==> config.mk <==
export PLATFORM = sky130hd
export DESIGN_NAME = atm_light_global
export DESIGN_NICKNAME = d
export VERILOG_FILES = /design/src/rtl/atm_light_global.sv
export SDC_FILE = /design/constraint.sdc
export NUM_CORES = 1
export LEC_CHECK = 0
export BUFFER_PORTS_ARGS = -buffer_cell sky130_fd_sc_hd__buf_2
export CAP_MARGIN = 20
export CORE_MARGIN = 10
export CORE_UTILIZATION = 50
export CTS_BUF_LIST = sky130_fd_sc_hd__clkbuf_16
export CTS_CLUSTER_DIAMETER = 120
export CTS_CLUSTER_SIZE = 20
export DETAILED_ROUTE_END_ITERATION = 12
export GPL_TIMING_DRIVEN = 0
export PLACE_DENSITY_LB_ADDON = 0.15
export RECOVER_POWER = 50
export REMOVE_ABC_BUFFERS = 1
export SLEW_MARGIN = 30
export SYNTH_ARGS = -nofsm -noshare
export SYNTH_HDL_FRONTEND = slang
export SYNTH_SLANG_ARGS = --single-unit
==> constraint.sdc <==
create_clock -name clk -period 5.35 [get_ports clk]
set_input_delay 0.2675 -clock clk [delete_from_list [all_inputs] [get_ports clk]]
set_output_delay 0.2675 -clock clk [all_outputs]
set_load 0.02 [all_outputs]
==> src/rtl/atm_light_global.sv <==
// Streaming global atmospheric-light estimator: tracks the brightest-dark pixel of each frame
// and publishes its floored RGB at the frame boundary. Define ATM_IIR_EN to smooth publishes.
module atm_light_global #(
  parameter int         FRAME_PIXELS = 307200,
  parameter int         CNT_W        = 19,
  parameter logic [7:0] A_INIT       = 8'd255,
  parameter logic [7:0] A_FLOOR      = 8'd100
) (
  input  logic       clk,
  input  logic       rst,
  input  logic       in_valid,
  input  logic       in_sof,
  input  logic [7:0] in_R,
  input  logic [7:0] in_G,
  input  logic [7:0] in_B,
  output logic [7:0] AR_global,
  output logic [7:0] AG_global,
  output logic [7:0] AB_global,
  output logic       a_valid,
  output logic       a_update,
  output logic       frame_err
);

  typedef enum logic [1:0] {IDLE, ACCUM, UPDATE} state_t;

  localparam logic [CNT_W-1:0] CNT_LAST = CNT_W'(FRAME_PIXELS);

  state_t           state_reg, state_next;
  logic [CNT_W-1:0] cnt_reg, cnt_next;
  logic [7:0]       best_dark_reg, best_dark_next;
  logic [7:0]       best_rgb_reg [3];
  logic [7:0]       best_rgb_next [3];
  logic [7:0]       a_reg [3];
  logic [7:0]       a_next [3];
  logic             a_valid_reg, a_valid_next;
  logic             a_update_reg, a_update_next;
  logic             frame_err_reg, frame_err_next;

  logic [7:0]       in_rgb [3];
  logic [7:0]       dark;
  logic [7:0]       pub [3];
  logic [CNT_W-1:0] cnt_inc;

  assign in_rgb[0] = in_R;
  assign in_rgb[1] = in_G;
  assign in_rgb[2] = in_B;

  always_comb begin
    dark = in_R;
    if (in_G < dark) dark = in_G;
    if (in_B < dark) dark = in_B;
  end

  assign cnt_inc = cnt_reg + CNT_W'(1);

  // Per-channel publish value: floor the winner, optionally blend with the previous value
  generate
    for (genvar gi = 0; gi < 3; gi++) begin : g_pub
      logic [7:0] cand;
      assign cand = (best_rgb_reg[gi] < A_FLOOR) ? A_FLOOR : best_rgb_reg[gi];
`ifdef ATM_IIR_EN
      logic [9:0] mix;
      assign mix     = 10'd3 * {2'b00, a_reg[gi]} + {2'b00, cand};
      assign pub[gi] = a_valid_reg ? mix[9:2] : cand;
`else
      assign pub[gi] = cand;
`endif
    end
  endgenerate

  always_comb begin
    state_next     = state_reg;
    cnt_next       = cnt_reg;
    best_dark_next = best_dark_reg;
    best_rgb_next  = best_rgb_reg;
    a_next         = a_reg;
    a_valid_next   = a_valid_reg;
    a_update_next  = 1'b0;
    frame_err_next = 1'b0;

    case (state_reg)
      IDLE: begin
        if (in_valid) begin
          if (in_sof) begin
            best_dark_next = dark;
            best_rgb_next  = in_rgb;
            cnt_next       = CNT_W'(1);
            state_next     = ACCUM;
          end else begin
            frame_err_next = 1'b1;
          end
        end
      end

      ACCUM: begin
        if (in_valid) begin
          if (in_sof) begin
            // Short frame: abandon the partial frame and restart from this pixel
            frame_err_next = 1'b1;
            best_dark_next = dark;
            best_rgb_next  = in_rgb;
            cnt_next       = CNT_W'(1);
          end else begin
            cnt_next = cnt_inc;
            if (dark > best_dark_reg) begin
              best_dark_next = dark;
              best_rgb_next  = in_rgb;
            end
            if (cnt_inc == CNT_LAST) state_next = UPDATE;
          end
        end
      end

      UPDATE: begin
        a_next        = pub;
        a_valid_next  = 1'b1;
        a_update_next = 1'b1;
        state_next    = IDLE;
        // The publish uses the registered winner, so seeding the next frame here is safe
        if (in_valid) begin
          if (in_sof) begin
            best_dark_next = dark;
            best_rgb_next  = in_rgb;
            cnt_next       = CNT_W'(1);
            state_next     = ACCUM;
          end else begin
            frame_err_next = 1'b1;
          end
        end
      end

      default: state_next = IDLE;
    endcase
  end

  always_ff @(posedge clk or posedge rst) begin
    if (rst) begin
      state_reg     <= IDLE;
      cnt_reg       <= '0;
      best_dark_reg <= '0;
      best_rgb_reg  <= '{default: 8'd0};
      a_reg         <= '{default: A_INIT};
      a_valid_reg   <= 1'b0;
      a_update_reg  <= 1'b0;
      frame_err_reg <= 1'b0;
    end else begin
      state_reg     <= state_next;
      cnt_reg       <= cnt_next;
      best_dark_reg <= best_dark_next;
      best_rgb_reg  <= best_rgb_next;
      a_reg         <= a_next;
      a_valid_reg   <= a_valid_next;
      a_update_reg  <= a_update_next;
      frame_err_reg <= frame_err_next;
    end
  end

  assign AR_global = a_reg[0];
  assign AG_global = a_reg[1];
  assign AB_global = a_reg[2];
  assign a_valid   = a_valid_reg;
  assign a_update  = a_update_reg;
  assign frame_err = frame_err_reg;

endmodule
**After elaboration in Yosys (flattened, before gate mapping)**

Index checks and enable logic that the tools add are counted.

- Register bits after elaboration: 80
- Bits in latches: 0
- Memory bits (writable): 0
- Bits in read-only memories: 0
- Input port bits: 28
- Memories: 0

- Add/subtract/negate cells: 1
- $mul: 0
- Div/mod/pow operators: 0
- Order comparisons: 6
- Equal/unequal tests: 11
- Shift operators: 0
- Multiplexer cells: 36
- Bitwise logic cells: 0
- Reductions and logical operators: 6

Operators with widths:

| cell | number |
|---|---|
| $mux W24 | 5 |
| $mux W8 | 10 |
| $mux W19 | 4 |
| $pmux W24 S2 | 1 |
| $pmux W19 S2 | 1 |
| $lt A8 B7 Y1 const B | 3 |
| $add A19 B1 Y19 const B | 1 |
| $eq A19 B19 Y1 const B | 1 |
| $lt A8 B8 Y1 | 2 |
| $pmux W8 S2 | 1 |
| $mux W2 | 5 |
| $ne A2 B2 Y1 const B | 5 |
| $reduce_and A5 Y1 | 2 |
| $gt A8 B8 Y1 | 1 |
| $mux W1 | 7 |
| $pmux W2 S3 | 1 |
| $ne A2 B1 Y1 const B | 2 |
| $reduce_and A4 Y1 | 1 |
| $ne A3 B3 Y1 const B | 1 |
| $eq A2 B1 Y1 const B | 1 |
| $eq A2 B2 Y1 const B | 1 |
| $logic_not A2 Y1 | 1 |
| $pmux W1 S2 | 1 |
| $reduce_bool A2 Y1 | 1 |
| $reduce_or A2 Y1 | 1 |

**Longest topological paths before layout**

Gate-level depths: netlist of the first run.

- Depth after elaboration: 9
- Mapped depth: 23
- Depth with buffers taken out: 21

**Worst setup path before layout of the first run**

No wires, ideal clock.

- Path type: input to register
- From: input in_R[7]
- To: register best_dark_reg[5]
- Setup time: 0.132 ns
- Data arrival time: 4.831 ns
- Path slack: 0.387 ns
- Cell stages on the path: 21
- Buffers on the path: 2
- Path through: inv_1 -> ha_1 -> nand4_1 -> o31ai_4 -> mux2_2 -> inv_1 -> ha_1 -> a211o_1 -> or2_2 -> a221o_1 -> a21boi_4 -> mux2_2 -> ha_1 -> a21o_1 -> a211oi_1 -> a211o_1 -> or2_1 -> buf_2 -> buf_4 -> a22oi_1 -> nand3_1

- Cells in the longest elaborated chain, start to end: 8
- Elaborated cells between the ends (all ways): 13
- Classes of those cells: 3 x order compare; 1 x eq/ne; 8 x mux; 1 x reduce/logical

RTL lines:

| what | line | source |
|---|---|---|
| from (decl) | 13 | `input logic [7:0] in_R,` |
| $lt A8 B8 Y1 | 50 | `if (in_G < dark) dark = in_G;` |
| $mux W8 * | 50 |  |
| $lt A8 B8 Y1 | 51 | `if (in_B < dark) dark = in_B;` |
| $mux W8 * | 51 |  |
| branches (longest 4 deep; another with $gt A8 B8 Y1) | -- |  |
| to (signal assigned) | 149 | `best_dark_reg <= best_dark_next;` |
| to (decl) | 30 | `logic [7:0] best_dark_reg, best_dark_next;` |

Every way passes the cells marked *. The select of a mux whose other input is x is not followed.
A chain may end at the register's enable or synchronous reset.

**Worst setup path after layout of the first run**

- From: input in_R[5]
- To: register best_dark_reg[5]

The elaborated chain is that of the path after synthesis.

==> results of run 1 <==
-- synthesized netlist by cell type (all sizes together) (2+ instances only) --
cell type  instances
nor3               4
o211ai             6
or3                3
a211oi             3
or4                3
and3               8
nor4               4
a21boi             3
mux2              15
o22ai              2
mux2i              2
nand2b             5
nor2              21
ha                23
inv               33
o211a              2
nand3             22
nand2            105
a31oi             11
xor2               5
o21ai             46
o21a               3
a21o               6
a21oi              8
buf                7
o41ai              5
a211o              4
and2               5
clkbuf            12
a22oi              7
xnor2              3
or2                3
dfstp             24
dfrtp             56
nand4             14
a22o               2
o31ai             10
-- critical path, stage by stage --
cell and delay [ns]:
buf_2 0.12, inv_1 0.05, ha_1 0.30, a211o_1 0.26, a21oi_1 0.21, o31ai_4 0.11, buf_4 0.16, mux2_2 0.30
inv_1 0.06, ha_1 0.22, a211o_1 0.36, or2_2 0.29, a221o_1 0.39, a21boi_4 0.20, mux2_2 0.31, ha_1 0.31
nand3_1 0.15, nor4_1 0.08, a211o_2 0.42, nor2_4 0.45, o2111ai_1 0.22, nand3_1 0.13
-- layer usage --
metal	share of wire, %	global-route usage [%]	up-vias
met5	0	0	-
met4	0.90	4.50	0
met3	7.1	3.41	8
met2	46	27.8	125
met1	46	25.3	1947
li1	-	-	1912
-- cell families (layout without fill, tap and decap cells) --
family / Yosys count / count (layout) / synth area share (%)
flops: 80 / 80 / 44.5
simple gates: 202 / 204 / 20.4
xor+xnor: 8 / 8 / 1.53
compound gates: 123 / 123 / 18.5
mux: 17 / 17 / 4.22
buf+inv: 52 / 112 / 4.52
fa+ha+maj: 23 / 23 / 6.30
-- power by group --
part / total [W] / internal, W / switching [W]
clock network: 0.000607 / 0.000361 / 0.000246
registers: 0.000820 / 0.000730 / 0.0000898
logic: 0.000545 / 0.000210 / 0.000335
total: 0.00197 / 0.00130 / 0.000671
-- how the worst max path moves through the flow --
stage                             to  startpoint  cells past startpoint
floorplan           best_dark_reg[5]     in_R[7]                     19
global placement    best_dark_reg[5]     in_R[7]                     21
detailed placement  best_dark_reg[5]     in_R[6]                     21
CTS                 best_dark_reg[5]     in_G[2]                     21
global route        best_dark_reg[5]     in_R[5]                     22
finish              best_dark_reg[5]     in_R[5]                     22
-- area by class of cell --
cell class,count,area (um2)
fill,809,3510
multi-input combinational,375,2380
sequential,80,2030
timing repair buffer,63,322
clock buffer,9,225
tap,108,135
inverter,33,125
clock inverter,7,70.1
-- stage by stage --
step / hold WS (ns) / util [%]
after global placement: 0.439 / 55.6
after floorplan: 0.373 / -
after global routing: 0.187 / 60.1
after detailed placement: 0.283 / 56.0
after CTS: 0.160 / 59.7
final: 0.169 / 60.1
-- what timing repair did --
action / 4_1_cts / 5_1_grt
buffers inserted: 0 / 7
gates resized for setup: 2 / 6
hold endpoints to repair: 17 / 0
hold buffers: 1 / 0
gates cloned: 1 / 1
setup endpoints to repair: 32 / 32
pin swaps: 2 / 4
==> summary.txt, run 1 <==
Finish
  • Largest register FFs: 24
  • Final #Nets: ~610
  • Fin area: approximately 5300 um2
  • Layout cells sized above 1: between 20% and 30%
  • Diodes inserted: 0
  • Final std cells w/o fill: 675
  • Area Overhead vs Synth: 15.8%
  • Most frequent cells in the layout: nand2_1 (105), dfrtp_1 (56), o21ai_0 (46), buf_2 (42), inv_1 (32)
  • Commonest non-fill, non-tap cell in the layout: nand2_1

Synthesis
  • EDFF count, synth: 0
  • Post-synthesis register bit count: 80
  • Main synth FF type: dfrtp_1
  • Syn_area_per_cell: between 9 and 10 um2
  • Post-synth cell types: 56
  • Synth top area share: between 30% and 40%
  • Post-synth ARST share: 100%
  • Warnings from Yosys: 0
  • Cells after synthesis: approximately 500
  • Synth area leader: dfrtp_1
  • Synth top area cells: dfrtp_1 (31%), dfstp_2 (14%), nand2_1 (8.6%)
  • Mapped Area: approximately 4600 um2
  • Sequential share of the synthesized area: 44.5%

Floorplan
  • Die height: roughly 120 um
  • Initial Util: just over 50%
  • Area of the core: about 9000 um2
  • Die area: roughly 13000 um2
  • Rows: 34
  • Die W: approximately 120 um
  • # IOs: between 50 and 60

Setup path
  • R2R depth: 6
  • Reg-to-reg endpoint: best_dark_reg[5]
  • CP Class: in2reg
  • R2r setup slk: approximately 2.6 ns
  • Setup crit start kind: input port
  • Crit-path max FO: 17
  • Crit. End Element: flop
  • Worst Path Required: 5.61 ns
  • Critical Path AT: 5.37 ns
  • R2R Path Start: state_reg[0]

Worst hold path
  • WHS Endpoint: best_rgb_reg[8]
  • Hold Crit Depth: 3
  • HP Class: in2reg
  • Critical hold path startpoint: in_G[0]

Power and ir drop
  • Leakage power: 2.45 nW
  • P per Cell Area: between 300 and 400 nW/um2
  • IR drop worst, VDD: approximately 0.00027 V
  • Power, Total: around 0.0020 W

STA
  • Tcrit/Tclk final: between 90% and 100%
  • Worst Tran Pin Value: 2.42 ns
  • Min Tclk post-route: approximately 5 ns
  • Fin Setup TNS: 0 ns
  • Unrepaired setup endpoints after global routing: no
  • Slew Limit Fails: between 80 and 90
  • Hold Violations, Final: 0
  • Clk_skew: between 0.006 and 0.007 ns
  • Final worst slack: roughly 0.24 ns
  • Final setup fails: 0
  • Max Fclk: just under 200 MHz
  • Slew margin rel.: -61.1%

Global route
  • Gr usage total: 17.9%
  • Antenna violations before repair: 0
  • Largest net degree at the start of global routing: 45
  • First-pass GRT wire length: 19400 um
  • Total gr overflow: 0
  • Vias in the first global route: about 3900

Drt
  • Pre-antenna DRT Iters: 5
  • Total Wirelength: approximately 12000 um
  • Post-route ant nets: 0
  • Initial DRC count: ~290
  • Wire length per cell: between 15 and 20 um
  • Vias after detailed routing: approximately 4000
  • DR DRC count: 0
  • Via density: slightly below 6

CTS
  • CTS tree: yes
  • Worst skew pair latency: roughly 0.33 ns
  • CTS sink count: 80
  • Clock transition at path regs: roughly 0.060 ns
  • H-tree depth: 3
  • CTS buffer count: 9
  • Max clock buf depth: 2
  • CTS root buf: clkbuf_16

Placement
  • Placer congestion estimate: a little under 0.9
  • Post-DP HPWL: approximately 8300 um
  • Worst slack, placed: -0.642 ns
  • Placed Area: roughly 4900 um2
  • Port Buffers: 54
  • Cells after DPL: ~650

Run status
  • Violated checks: capacitance limit, slew limit
  • Status: finished, violations left

Flow run
  • Maxcap violations: 2
(Power assumes the default switching activity.)
==> run 2: changes to the inputs <==
CORE_UTILIZATION = 55   (was 50)
==> summary.txt, run 2 (synthesized netlist as in run 1, its figures left out) <==
Global route
  • Largest net degree at the start of global routing: 61 (+36%)
  • First-pass GRT wire length: 19200 um (-0.99%)
  • Gr usage total: 18.3% (+0.34 points)
  • Total gr overflow: 0 (unchanged)
  • Vias in the first global route: 3904 (+1.3%)
  • Antenna violations before repair: 0 (unchanged)

Finish
  • Largest register FFs: 24 (unchanged)
  • Number of fill cells: 702 (-13%)
  • Area Overhead vs Synth: 15.8% (unchanged)
  • Final #Nets: 607 (-0.98%)
  • Reg area: 2030 um2 (unchanged)
  • Final core utilization: 65.1% (+5.0 points)
  • Layout cells sized above 1: 19.3% (-1.9 points)
  • Area used by multi-input combinational logic: 2360 um2 (-0.89%)
  • Commonest non-fill, non-tap cell in the layout: nand2_1
  • Diodes inserted: 0 (unchanged)
  • Most frequent cells in the layout: nand2_1 (105), dfrtp_1 (56), o21ai_0 (46), buf_2 (41), inv_1 (33)

Setup path
  • Worst path most repeated cell: ha_1
  • Slowest CP cell: a221o_1
  • Slowest stage delay, CP: 0.40 ns (-0.05 ns)
  • Critical Path AT: 5.27 ns (-0.10 ns)
  • Setup crit start kind: input port
  • CP Class: in2reg
  • Crit. End Element: flop
  • Crit-path max FO: 24 (+7)
  • R2r setup slk: 2.66 ns (+0.05 ns)
  • CP cell instances: buf_2 > inv_1 > ha_1 > a211o_1 > a21oi_1 > o31ai_4 > mux2_2 > inv_1 > ha_1 > a211o_1 > or2_2 > a221o_1 > a21boi_4 > mux2_2 > ha_1 > a21o_1 > a211oi_1 > o211a_1 > nor2_4 > buf_16 > o2111ai_1 > nand3_1
  • Worst Path Required: 5.55 ns (-0.06 ns)

Drt
  • Via density: 5.97 (+0.97%)
  • Post-route ant nets: 0 (unchanged)
  • Total Wirelength: 11500 um (-2.9%)
  • Pre-antenna DRT Iters: 5 (unchanged)
  • DR DRC count: 0 (unchanged)
  • Vias after detailed routing: 3977 (-0.38%)
  • Initial DRC count: 230 (-19%)
  • Wire length per cell: 17.2 um (-1.6%)

STA
  • Tcrit/Tclk final: 94.8% (-0.75 points)
  • Clk_skew: 0.00646 ns (-0.000353 ns)
  • Final setup fails: 0 (unchanged)
  • Unrepaired setup endpoints after global routing: no
  • Max Fclk: 197 MHz (+0.80%)
  • Slew Limit Fails: 61 (-27%)
  • Min Tclk post-route: 5.07 ns (-0.0404 ns)
  • Hold Violations, Final: 0 (unchanged)
  • Fin Setup TNS: 0 ns (unchanged)
  • Worst Tran Pin Value: 3.09 ns (+0.670 ns)
  • Slew margin rel.: -106% (-45 points)

Worst hold path
  • HP Class: in2reg

Floorplan
  • Die height: 111 um (-3.8%)
  • Die W: 111 um (-3.8%)
  • Area of the core: 8130 um2 (-7.6%)
  • # IOs: 55 (unchanged)
  • Die area: 12400 um2 (-7.6%)
  • Initial Util: 56.2% (+4.3 points)
  • Rows: 33 (-2.9%)

Placement
  • Placer congestion estimate: 0.894 (+1.6%)
  • Post-DP HPWL: 8180 um (-1.3%)
  • Port Buffers: 54 (unchanged)

CTS
  • CTS sink count: 80 (unchanged)
  • CTS tree: yes
  • Clock transition at path regs: 0.06 ns (about the same)
  • CTS buffer count: 9 (unchanged)
  • CTS root buf: clkbuf_16
  • Worst skew pair latency: 0.33 ns (about the same)
  • H-tree depth: 3 (unchanged)
  • Max clock buf depth: 2 (unchanged)

Power and ir drop
  • Psw: 0.000651 W (-2.9%)
  • Combinational share of power: 25.8% (-1.8 points)
  • Clock network power share: 34.2% (+3.4 points)
  • Leakage power: 2.45 nW (+0.18%)
  • Seq pwr share: 40.0% (-1.6 points)
  • P per Cell Area: 387 nW/um2 (+3.8%)
  • IR drop worst, VDD: 0.000222 V (-18%)
  • Cell Int Power: 0.00140 W (+7.2%)
  • Switching Share: 31.8% (-2.2 points)

Run status
  • Status: finished, violations left
  • Violated checks: capacitance limit, slew limit

Flow run
  • Maxcap violations: 1 (-1)
run 2: metal layers:
layer  GRT usage (%)  routed length, um  up-vias
met4            4.63                133        0
met1            25.5               5510     1922
met2            27.8               5170      133
met3            4.11                642       17
met5               0                  0        -
li1                -                  -     1905
run 2: worst max-delay path, delay by kind of cell:
kind,cells,cell delay (ns)
simple gates,3,0.53
mux,2,0.64
buf+inv,4,0.40
fa+ha+maj,3,0.83
compound gates,10,2.59
run 2: final timing paths:
check | endpoint | from | cells after the start
min in group asynchronous | cnt_reg[13] | rst | 3
worst min-delay path | best_rgb_reg[11] | in_G[3] | 3
worst min register to register | AR_global[2] | AR_global[2] | 2
max in group asynchronous | best_dark_reg[3] | rst | 4
worst max register to register | best_dark_reg[5] | state_reg[0] | 6
worst max-delay path | best_dark_reg[5] | in_R[5] | 22
run 2: layout make-up:
cell class | count | share of cell area (%)
Clock buffer | 9 | 4.26
Sequential cell | 80 | 38.4
Inverter | 33 | 2.36
Multi-Input combinational cell | 374 | 44.6
Tap cell | 105 | 2.48
Timing Repair Buffer | 58 | 5.72
Clock inverter | 7 | 2.15
run 2: power groups by stage:
stage | Combinational, W | Sequential (W) | Clock, W
4_1_cts | 0.000524 | 0.000818 | 0.000705
2_1_floorplan | 0.000368 | 0.000800 | 0
5_1_grt | 0.000609 | 0.000835 | 0.000735
6_report | 0.000529 | 0.000819 | 0.000699
3_3_place_gp | 0.000471 | 0.000821 | 0
3_5_place_dp | 0.000513 | 0.000828 | 0
run 2: through the flow:
step | power, W | instances | hold slack (ns) | worst slack [ns] | area (um2)
detailed placement | 0.00134 | 647 | 0.230 | -0.539 | 4960
floorplan | 0.00117 | 486 | 0.373 | -0.143 | 4490
global route | 0.00218 | 666 | 0.190 | 0.00241 | 5290
CTS | 0.00205 | 664 | 0.171 | 0.0858 | 5320
finish | 0.00205 | 666 | 0.172 | 0.280 | 5290
global placement | 0.00129 | 645 | 0.440 | -1.36 | 4890
run 2: what timing repair did:
| action | 4_1_cts | 5_1_grt |
|---|---|---|
| hold endpoints to repair | 20 | 0 |
| pin swaps | 0 | 2 |
| buffers inserted | 0 | 1 |
| gates cloned | 0 | 1 |
| resized for setup | 2 | 1 |
| setup endpoints to repair | 26 | 27 |
| hold buffers | 1 | 0 |
==> run 3: changes to the inputs <==
ABC_AREA = 1   (was unset)
==> summary.txt, run 3 <==
Run status
  • Status: finished, violations left
  • Violated checks: capacitance limit, slew limit

Setup path
  • Reg-to-reg endpoint: best_dark_reg[2]
  • R2r setup slk: 2.76 ns (+0.10 ns)
  • Crit. End Element: flop
  • R2R depth: 11 (+5)
  • Setup crit start kind: input port
  • Critical Path AT: 5.06 ns (-0.21 ns)
  • CP Class: in2reg
  • R2R Path Start: best_dark_reg[3]
  • Crit-path max FO: 46 (+92%)
  • Worst Path Required: 5.56 ns (about the same)

Synthesis
  • Post-synthesis compound-gate area fraction: 10.5% (-8.0 points)
  • Post-synthesis register bit count: 80 (unchanged)
  • Synth top cells by count: nand2_1 (139), inv_1 (68), dfrtp_1 (56)
  • EDFF count, synth: 0 (unchanged)
  • Main synth FF type: dfrtp_1
  • Syn_area_per_cell: 8.19 um2 (-9.5%)
  • Post-synth cell types: 35 (-38%)
  • Proportion of synthesized area in mux cells: 0% (-4.2 points)
  • Most frequent cell after synthesis: nand2_1
  • Synth top area share: 32.7% (+2.0 points)
  • Warnings from Yosys: 0 (unchanged)
  • Cells after synthesis: 523 (+3.6%)
  • Simple-gate share of the synthesized area: 26.0% (+5.5 points)
  • Sequential share of the synthesized area: 47.4% (+3.0 points)
  • Post-synth ARST share: 100% (unchanged)
  • Mapped Area: 4290 um2 (-6.2%)
  • Synth area leader: dfrtp_1
  • Largest family of logic cells by synthesized area: simple AND/OR/NAND/NOR gates
  • Area share of fa/ha/maj cells after synthesis: 6.72% (+0.42 points)
  • Synth top area cells: dfrtp_1 (33%), dfstp_2 (15%), nand2_1 (12%)
  • Xor/xnor cell area share of the yosys netlist: 2.25% (+0.72 points)

Drt
  • Initial DRC count: 145 (-37%)
  • Wire length per cell: 14.6 um (-15%)
  • Met2 WL: 5080 um (-1.6%)
  • DR DRC count: 0 (unchanged)
  • Vias after detailed routing: 3584 (-9.9%)
  • Total Wirelength: 10000 um (-13%)
  • Met3 WL post-DR: 473 um (-26%)
  • Via density: 5.22 (-13%)
  • Pre-antenna DRT Iters: 4 (-1)
  • Top sig layer: met4
  • Post-route ant nets: 0 (unchanged)
  • Metal1 wirelength: 4330 um (-21%)

CTS
  • CTS root buf: clkbuf_16
  • Worst skew pair latency: 0.33 ns (about the same)
  • CTS sink count: 80 (unchanged)
  • H-tree depth: 3 (unchanged)
  • Max clock buf depth: 2 (unchanged)
  • CTS tree: yes
  • Clock transition at path regs: 0.06 ns (about the same)
  • CTS buffer count: 9 (unchanged)

Finish
  • Final #Nets: 630 (+3.8%)
  • Commonest non-fill, non-tap cell in the layout: nand2_1
  • Layout cells sized above 1: 18.3% (-0.93 points)
  • Final std cells w/o fill: 686 (+3.0%)
  • Largest register FFs: 24 (unchanged)
  • Reg area: 2030 um2 (unchanged)
  • Number of fill cells: 644 (-8.3%)
  • Most frequent cells in the layout: nand2_1 (139), inv_1 (68), dfrtp_1 (56), buf_2 (44), o21ai_0 (39)
  • Fin area: 4970 um2 (-6.1%)
  • Area used by multi-input combinational logic: 1960 um2 (-17%)
  • Diodes inserted: 0 (unchanged)
  • Area Overhead vs Synth: 15.9%

STA
  • Slew Limit Fails: 53 (-13%)
  • Min Tclk post-route: 4.85 ns (-0.219 ns)
  • Tcrit/Tclk final: 90.7% (-4.1 points)
  • Worst Tran Pin Value: 2.71 ns (-0.374 ns)
  • Slew margin rel.: -80.8% (+25 points)
  • Hold Violations, Final: 0 (unchanged)
  • Max Fclk: 206 MHz (+4.5%)
  • Unrepaired setup endpoints after global routing: no
  • Final setup fails: 0 (unchanged)
  • Clk_skew: 0.00566 ns (-0.000794 ns)
  • Final worst slack: 0.499 ns (+0.219 ns)

Floorplan
  • Die area: 11700 um2 (-5.1%)
  • Die W: 108 um (-2.6%)
  • Area of the core: 7650 um2 (-6.0%)
  • Initial Util: 56.0% (-0.15 points)
  • Rows: 32 (-3.0%)
  • Die height: 108 um (-2.6%)
  • # IOs: 55 (unchanged)

Placement
  • Placed Area: 4680 um2 (-5.6%)
  • Placer congestion estimate: 0.894 (about the same)
  • Worst slack, placed: -0.454 ns (+0.0854 ns)
  • Cells after DPL: 669 (+3.4%)
  • Port Buffers: 54 (unchanged)
  • Post-DP HPWL: 7240 um (-11%)

Global route
  • Total gr overflow: 0 (unchanged)
  • Antenna violations before repair: 0 (unchanged)
  • Vias in the first global route: 3699 (-5.3%)
  • First-pass GRT wire length: 16900 um (-12%)
  • Largest net degree at the start of global routing: 53 (-13%)
  • Gr usage total: 17.7% (-0.62 points)

Power and ir drop
  • Leakage power: 2.46 nW (+0.32%)
  • IR drop worst, VDD: 0.000349 V (+57%)
  • P per Cell Area: 510 nW/um2 (+32%)

Worst hold path
  • HP Class: in2reg
  • Hold Crit Depth: 2 (-1)
  • WHS Endpoint: frame_err
  • Critical hold path startpoint: in_sof

Flow run
  • Maxcap violations: 1 (unchanged)
run 3: cell count changes after synthesis, sizes merged, moves of 12 or more:
cell   before  now
nand3      22   39
mux2       15    0
a21oi       8   20
inv        33   68
nand2     105  147
nor2       21   36
run 3: worst max-delay path by stage:
stage,startpoint,slack (ns),endpoint,cells past startpoint
2_1_floorplan,in_R[7],0.91,best_dark_reg[0],25
3_3_place_gp,in_R[7],-0.44,best_dark_reg[4],26
3_5_place_dp,in_R[7],-0.45,best_dark_reg[4],26
4_1_cts,in_R[7],0.16,best_dark_reg[4],26
5_1_grt,in_R[7],0.03,best_dark_reg[4],26
6_report,in_R[7],0.50,best_dark_reg[2],26
run 3: metal layers:
metal	GRT usage, %	up-vias
li1	-	1811
met1	20.9	1683
met2	30.8	77
met3	4.82	13
met4	5.08	0
met5	0	-
run 3: critical path, cell delays in order:
cell,delay (ns)
buf_2,0.10
inv_1,0.10
ha_1,0.25
nand2_1,0.07
inv_1,0.03
nor2_1,0.10
o21a_1,0.16
nand2_2,0.15
o21ai_0,0.40
ha_1,0.33
a21oi_1,0.16
nor2_1,0.08
a211oi_4,0.38
nand2_2,0.22
nand2_1,0.12
and2_1,0.13
ha_1,0.26
a21oi_1,0.18
o21a_1,0.14
o221ai_1,0.09
o21ai_0,0.17
nand3_1,0.18
nand2_4,0.36
clkinv_2,0.35
nand3_1,0.18
nand2_1,0.07
run 3: cell type report:
cell class | count | area share [%]
Timing Repair Buffer | 57 | 5.54
Sequential cell | 80 | 40.9
Multi-Input combinational cell | 362 | 39.4
Inverter | 69 | 5.26
Clock inverter | 7 | 1.76
Tap cell | 102 | 2.57
Clock buffer | 9 | 4.53
run 3: cell families (layout without fill, tap and decap cells):
logic type               after synthesis  in the layout
adder cells (fa/ha/maj)               23             23
flip-flops                            80             80
AND/OR/NAND/NOR                      248            248
XOR/XNOR                              11             11
buffers and inverters                 81            142
AO/OA/AOI/OAI                         80             80
run 3: timing repair:
item,in CTS,in global routing
endpoints found under the hold margin,16,0
setup buffers,0,0
gates resized for setup,1,2
setup endpoints to repair,15,15
pin swaps,0,0
hold buffers,1,0
run 3: power breakdown:
group	internal (W)	switching, W	total [W]
Sequential	0.000889	0.000136	0.00102
Combinational	0.000283	0.000574	0.000857
Clock	0.000405	0.000246	0.000650
run 3: stage by stage:
| stage | hold slack (ns) | power [W] | setup TNS [ns] | util [%] |
|---|---|---|---|---|
| after floorplan | 0.362 | 0.00162 | 0 | - |
| after detailed placement | 0.282 | 0.00190 | -6.18 | 61.2 |
| after global placement | 0.449 | 0.00186 | -5.87 | 60.6 |
| final | 0.172 | 0.00253 | 0 | 65.0 |
| after CTS | 0.164 | 0.00256 | 0 | 65.4 |
| after global routing | 0.161 | 0.00273 | 0 | 65.0 |
